===== config.mk =====
export PLATFORM = sky130hd
export DESIGN_NAME = frame_tick_scheduler
export DESIGN_NICKNAME = d
export VERILOG_FILES = /design/src/rtl/sched_pkg.sv /design/src/rtl/strobe_div.sv /design/src/rtl/frame_tick_scheduler.sv
export SDC_FILE = /design/constraint.sdc
export NUM_CORES = 1
export LEC_CHECK = 0
export BUFFER_PORTS_ARGS = -buffer_cell sky130_fd_sc_hd__buf_2
export CAP_MARGIN = 15
export CORE_MARGIN = 1.5
export CORE_UTILIZATION = 40
export CTS_CLUSTER_SIZE = 10
export DETAILED_ROUTE_END_ITERATION = 10
export HOLD_SLACK_MARGIN = 0.15
export SLEW_MARGIN = 20
export SYNTH_ARGS = -nofsm -noshare
export SYNTH_HDL_FRONTEND = slang
export SYNTH_HIERARCHICAL = 1
export SYNTH_SLANG_ARGS = --single-unit
export TNS_END_PERCENT = 100

===== constraint.sdc =====
create_clock -name clk12Mhz -period 4.9 [get_ports clk12Mhz]
set_input_delay 0.98 -clock clk12Mhz [delete_from_list [all_inputs] [get_ports clk12Mhz]]
set_output_delay 0.98 -clock clk12Mhz [all_outputs]
set_load 0.01 [all_outputs]

===== src/rtl/sched_pkg.sv =====
// Shared definitions for the frame tick scheduler: phase count and order,
// overrun counter width and the sequencer state encoding.
package sched_pkg;

   // Number of per-frame update phases and their fixed execution order.
   localparam int NPHASE  = 3;
   localparam int PH_PHYS = 0;
   localparam int PH_COLL = 1;
   localparam int PH_DRAW = 2;

   // Overrun counter width and its saturation value.
   localparam int                OVR_W   = 8;
   localparam logic [OVR_W-1:0]  OVR_MAX = '1;

   // Sequencer states: idle, or waiting on the owner of phase k.
   typedef enum logic [1:0] {
      ST_IDLE   = 2'd0,
      ST_PHASE0 = 2'd1,
      ST_PHASE1 = 2'd2,
      ST_PHASE2 = 2'd3
   } state_t;

endpackage


===== src/rtl/strobe_div.sv =====
// Wrapping divider 0..DIV-1 with a hold control. 'wrap' is the
// combinational terminal-count condition (used to chain a slower divider
// so its strobe lands in the same cycle); 'tick' is the registered strobe.
module strobe_div #(
   parameter int DIV = 6
) (
   input  logic clk12Mhz,
   input  logic rst_n,
   input  logic en,
   output logic wrap,
   output logic tick
);

   // A divide-by-1 still needs a one-bit counter to stay legal.
   localparam int           W    = (DIV > 1) ? $clog2(DIV) : 1;
   localparam logic [W-1:0] LAST = W'(DIV - 1);

   logic [W-1:0] cnt;

   assign wrap = en && (cnt == LAST);

   // Advance while enabled, wrap at LAST, register the strobe.
   // NOTE: sequential state uses non-blocking assignments so every flop
   // samples pre-edge values regardless of statement order.
   always_ff @(posedge clk12Mhz or negedge rst_n) begin
      if (!rst_n) begin
         cnt  <= '0;
         tick <= 1'b0;
      end else begin
         tick <= wrap;
         if (en) begin
            cnt <= wrap ? '0 : cnt + 1'b1;
         end
      end
   end

endmodule


===== src/rtl/frame_tick_scheduler.sv =====
// Clock-enable generator and per-frame phase sequencer on the 12 MHz clock.
// Produces pix_en / frame_tick / anim_tick strobes, runs the physics,
// collision and draw phases in order on every frame tick via req/ack, and
// counts frames skipped because the previous sequence is still running.
// Optional build macro FRAME_WATCHDOG_EN adds a per-phase timeout that
// aborts the sequence and sets the sticky wd_fault flag.
module frame_tick_scheduler
   import sched_pkg::*;
#(
   parameter int PIX_DIV   = 6,
   parameter int FRAME_DIV = 300000,
   parameter int ANIM_DIV  = 4,
   parameter int WD_LIMIT  = 65535
) (
   input  logic              clk12Mhz,
   input  logic              rst_n,
   input  logic              pause,
   output logic              pix_en,
   output logic              frame_tick,
   output logic              anim_tick,
   output logic [NPHASE-1:0] phase_req,
   input  logic [NPHASE-1:0] phase_ack,
   output logic              busy,
   output logic [OVR_W-1:0]  overrun_cnt,
   output logic              wd_fault
);

   logic   pix_wrap;
   logic   frame_wrap;
   logic   anim_wrap;
   state_t state;
   state_t state_next;

   // Pixel enable keeps running while paused so the display stays alive.
   strobe_div #(.DIV(PIX_DIV)) u_pix (
      .clk12Mhz (clk12Mhz),
      .rst_n    (rst_n),
      .en       (1'b1),
      .wrap     (pix_wrap),
      .tick     (pix_en)
   );

   // Frame counter holds its value while paused and resumes from it.
   strobe_div #(.DIV(FRAME_DIV)) u_frame (
      .clk12Mhz (clk12Mhz),
      .rst_n    (rst_n),
      .en       (!pause),
      .wrap     (frame_wrap),
      .tick     (frame_tick)
   );

   // Anim counter advances on the frame wrap condition, so its strobe is
   // registered on the same edge as the matching frame_tick.
   strobe_div #(.DIV(ANIM_DIV)) u_anim (
      .clk12Mhz (clk12Mhz),
      .rst_n    (rst_n),
      .en       (frame_wrap),
      .wrap     (anim_wrap),
      .tick     (anim_tick)
   );

   logic unused_wraps;
   assign unused_wraps = &{1'b0, pix_wrap, anim_wrap};

`ifdef FRAME_WATCHDOG_EN
   localparam int              WD_W    = $clog2(WD_LIMIT);
   localparam logic [WD_W-1:0] WD_LAST = WD_W'(WD_LIMIT - 1);

   logic [WD_W-1:0] wd_cnt;
   logic            wd_expire;
`else
   localparam int unused_wd_limit = WD_LIMIT;
`endif

   // Sequencer state register.
   always_ff @(posedge clk12Mhz or negedge rst_n) begin
      if (!rst_n) begin
         state <= ST_IDLE;
      end else begin
         state <= state_next;
      end
   end

   // Next state and outputs: one-hot request for the active phase, advance
   // on that phase's ack only; acks of other phases are ignored.
   // NOTE: every signal gets a default before the case so no path can
   // leave it unassigned and infer a latch.
   always_comb begin
      state_next = state;
      phase_req  = '0;
      busy       = 1'b1;
`ifdef FRAME_WATCHDOG_EN
      wd_expire  = 1'b0;
`endif
      case (state)
         ST_IDLE: begin
            busy = 1'b0;
            if (frame_tick) state_next = ST_PHASE0;
         end
         ST_PHASE0: begin
            phase_req[PH_PHYS] = 1'b1;
            if (phase_ack[PH_PHYS]) state_next = ST_PHASE1;
         end
         ST_PHASE1: begin
            phase_req[PH_COLL] = 1'b1;
            if (phase_ack[PH_COLL]) state_next = ST_PHASE2;
         end
         ST_PHASE2: begin
            phase_req[PH_DRAW] = 1'b1;
            if (phase_ack[PH_DRAW]) state_next = ST_IDLE;
         end
         default: state_next = ST_IDLE;
      endcase
`ifdef FRAME_WATCHDOG_EN
      // A phase that reaches the limit without an ack aborts the frame.
      if (busy && ((phase_req & phase_ack) == '0) && (wd_cnt == WD_LAST)) begin
         wd_expire  = 1'b1;
         state_next = ST_IDLE;
      end
`endif
   end

   // Frames that arrive while a sequence is running are skipped and counted.
   always_ff @(posedge clk12Mhz or negedge rst_n) begin
      if (!rst_n) begin
         overrun_cnt <= '0;
      end else if (frame_tick && busy && (overrun_cnt != OVR_MAX)) begin
         overrun_cnt <= overrun_cnt + 1'b1;
      end
   end

`ifdef FRAME_WATCHDOG_EN
   // Per-phase cycle counter, cleared on entry to every phase and in idle.
   always_ff @(posedge clk12Mhz or negedge rst_n) begin
      if (!rst_n) begin
         wd_cnt <= '0;
      end else if ((state_next != state) || (state == ST_IDLE)) begin
         wd_cnt <= '0;
      end else begin
         wd_cnt <= wd_cnt + 1'b1;
      end
   end

   // Sticky fault flag, cleared only by reset.
   always_ff @(posedge clk12Mhz or negedge rst_n) begin
      if (!rst_n) begin
         wd_fault <= 1'b0;
      end else if (wd_expire) begin
         wd_fault <= 1'b1;
      end
   end
`else
   assign wd_fault = 1'b0;
`endif

endmodule


==> summary.txt <==
Status
  – Status: finished clean

Worst setup path
  – Startpoint of the worst-slack reg-to-reg timing path: u_frame/cnt[8]$_DFFE_PN0P_
  – Worst R2R Path Depth: 4
  – Worst endpoint required time: 5.08 ns
  – Crit start category: input pin
  – Critical path arrival: 2.49 ns
  – Crit. End Element: flop
  – RR Endpoint: u_anim/cnt[0]$_DFFE_PN0P_
  – Crit Path Class: in2reg
  – Maximum net fanout on the critical path: 13
  – R2R setup slack: 2.80 ns

Floorplan
  – Die height: 72.5 um
  – Rows: 25
  – Ports: 22
  – DIE AREA: 5250 um2
  – Initial Util: 0.411
  – Die extent in x: 72.5 um
  – Core box area: 4690 um2

Logic synthesis
  – Post-synth EDFFs: 0
  – Synth unique cells: 44
  – Synth top cells by count: 37 x dfrtp_1, 12 x nor2_1, 10 x nand3_1, 10 x xnor2_1
  – Share of the synthesized area in the top cell type: 0.480
  – Largest family of logic cells by synthesized area: simple AND/OR/NAND/NOR gates
  – Post-synthesis sequential area ratio: 0.480
  – Seq cells post-synth: 37
  – Synth Area in XOR/XNOR: 0.0817
  – Complex-gate fraction of the synthesized area: 0.0603
  – Synthesized area: 1930 um2
  – Multiplexer share of the synthesized area: 0.0506
  – Post-Synth Simple-Gate Area: 0.236
  – Cells after synthesis: 171
  – Adder-Cell Fraction of Synth Area: 0.0583
  – Top FF cell, synth: dfrtp_1
  – Avg Cell Area, Syn: 11.3 um2
  – Async set or reset register ratio after synthesis: 1.00
  – Yosys warning count: 6
  – Cell taking the most area after synthesis: dfrtp_1
  – Area contributors post-synth: dfrtp_1 48%, ha_1 5.8%, xnor2_1 4.5%, xor2_1 3.6%, nand3_1 2.6%
  – Count leader, synth: dfrtp_1

STA
  – Layout Skew: 0.00680 ns
  – Final setup violation count: 0
  – Hold Fails Final Rpt: 0
  – Fmax: 431 MHz
  – Unrepaired setup endpoints after global routing: false
  – Final Critical Period: 2.32 ns
  – Worst slew margin: 0.462
  – Setup TNS: 0 ns
  – Max Slew Vio Count: 0
  – Final cycle utilization of the critical path: 0.473
  – Worst-margin pin slew: 0.808 ns

Cells and area
  – Finished Core Util: 0.472
  – N_diodes: 0
  – Area of the multi-input gates: 970 um2
  – Layout Nets: 216
  – Area grow syn2layout: 14.6%
  – Fillers: 436
  – Reg area: 926 um2
  – Layout cells sized above 1: 0.218
  – Design Area, Final: 2210 um2

GRT
  – Total GRT Usage: 0.143
  – Vias in the first global route: 1263
  – Global-route wire length before repair: 5.69 mm
  – GRT overflow: 0
  – Largest net degree at the start of global routing: 38
  – Antenna violations before repair: 0

Detailed routing
  – Antenna viol nets, final: 0
  – Met3 WL post-DR: 112 um
  – WL met1: 1.53 mm
  – Avg WL per Cell: 12.3 um
  – Met2 wire length: 1.45 mm
  – Via density: 5.04
  – 1st-iter DRT viols: 68
  – Routed WL: 3.16 mm
  – Total number of vias: 1289
  – DR top layer: met4
  – Remaining DRCs: 0
  – DR pass1 iterations: 4

Place
  – Port buffer count: 20
  – Placed Area: 2100 um2
  – Post-DP HPWL: 2.25 mm
  – GP Congestion: 0.722

Clock tree
  – CTS buffer count: 5
  – CTS Hold Bufs: 0
  – Clk Latency, worst-skew pair: 0.29 ns
  – Clock root cell: clkbuf_8
  – Reg clk slew, reported paths: 0.07 ns
  – H-tree levels: 2
  – Worst-case clock buffer depth: 2
  – Sink Count: 37
  – Buffer count from post-CTS setup fixing: 0
  – CTS tree: built
  – Post-cts gate resize count: 0

Pwr
  – Final Total Pwr: 0.853 mW
  – PwrDens: 385 nW/um2
  – Maximum VDD drop: 0.176 mV
  – Leakage: 1.10 nW

Worst hold path
  – Tightest Hold Check Type: reg2reg
  – Hold Path Sink: u_pix/cnt[2]$_DFFE_PN0P_
  – Hold depth: 1
  – Hold Startpoint: u_pix/cnt[2]$_DFFE_PN0P_

Run
  – MaxCap Viol Count: 0
layout by cell type, fill, tap and decap left out, types with 2 or more instances in the layout:
| cell type | n |
|---|---|
| and3_1 | 2 |
| nand4_4 | 2 |
| nand2b_1 | 7 |
| clkbuf_8 | 6 |
| o2111a_1 | 2 |
| ha_1 | 9 |
| a21oi_1 | 4 |
| buf_2 | 20 |
| and2_2 | 2 |
| o21ai_0 | 3 |
| xnor2_1 | 10 |
| mux2i_1 | 3 |
| xor2_1 | 8 |
| conb_1 | 8 |
| mux2_2 | 3 |
| and3_2 | 2 |
| inv_1 | 9 |
| nand3_1 | 10 |
| nor3_1 | 3 |
| mux2_1 | 3 |
| a31oi_1 | 2 |
| nand4_1 | 7 |
| nand2_1 | 6 |
| o22ai_1 | 2 |
| and4_1 | 2 |
| dfrtp_1 | 37 |
| nor2_1 | 12 |
worst max-delay path: stages:
cell     delay [ns]
buf_2          0.09
inv_1          0.15
and4_2         0.28
nand2_1        0.12
nor3_4         0.47
mux2_2         0.39
stage by stage:
| step | instances | hold slack [ns] | setup WS [ns] |
|---|---|---|---|
| 2_1_floorplan | 177 | 0.457 | 2.59 |
| 3_3_place_gp | 248 | 0.494 | 2.28 |
| 3_5_place_dp | 248 | 0.492 | 2.25 |
| 4_1_cts | 256 | 0.506 | 2.56 |
| 5_1_grt | 256 | 0.551 | 2.43 |
| 6_report | 256 | 0.507 | 2.58 |
flip-flops by register name (all words and copies together), names as in the netlist:
register      flops
overrun_cnt       8
state             2
u_anim/cnt        2
u_anim/tick       1
u_frame/cnt      19
u_frame/tick      1
u_pix/cnt         3
u_pix/tick        1
logic make-up (layout without fill, tap and decap cells):
| kind of cell | count (synthesis) | count (layout) |
|---|---|---|
| AND/OR/NAND/NOR | 67 | 67 |
| XOR/XNOR | 18 | 18 |
| flip-flops | 37 | 37 |
| other | 2 | 8 |
| buffers and inverters | 12 | 37 |
| multiplexers | 9 | 9 |
| AO/OA/AOI/OAI | 17 | 17 |
| adder cells (fa/ha/maj) | 9 | 9 |
how the worst max path moves through the flow:
stage                                endpoint  slack (ns)   from
CTS                 u_anim/cnt[0]$_DFFE_PN0P_        2.56  pause
global placement    u_anim/cnt[1]$_DFFE_PN0P_        2.28  pause
global route        u_anim/cnt[0]$_DFFE_PN0P_        2.43  pause
finish              u_anim/cnt[0]$_DFFE_PN0P_        2.58  pause
floorplan           u_anim/cnt[0]$_DFFE_PN0P_        2.59  pause
detailed placement  u_anim/cnt[0]$_DFFE_PN0P_        2.25  pause
power breakdown:
part           internal (mW)  total (mW)  switching [mW]
combinational         0.0895       0.184          0.0950
clock                  0.166       0.270           0.104
sequential             0.349       0.398          0.0498
total                  0.604       0.853           0.248
per-layer routing:
metal  vias up  GRT usage
met5         -          0
met4         0     0.0629
met3         5     0.0472
met2        17      0.217
met1       606      0.188
li1        661          -
final cells by class:
type / count / share of cell area
multi-input combinational: 128 / 0.438
tap: 54 / 0.0305
sequential: 37 / 0.418
timing repair buffer: 20 / 0.0452
clock buffer: 7 / 0.0390
inverter: 9 / 0.0153
clock inverter: 1 / 0.0136
No activity file was read; power rests on OpenSTA's default activity.
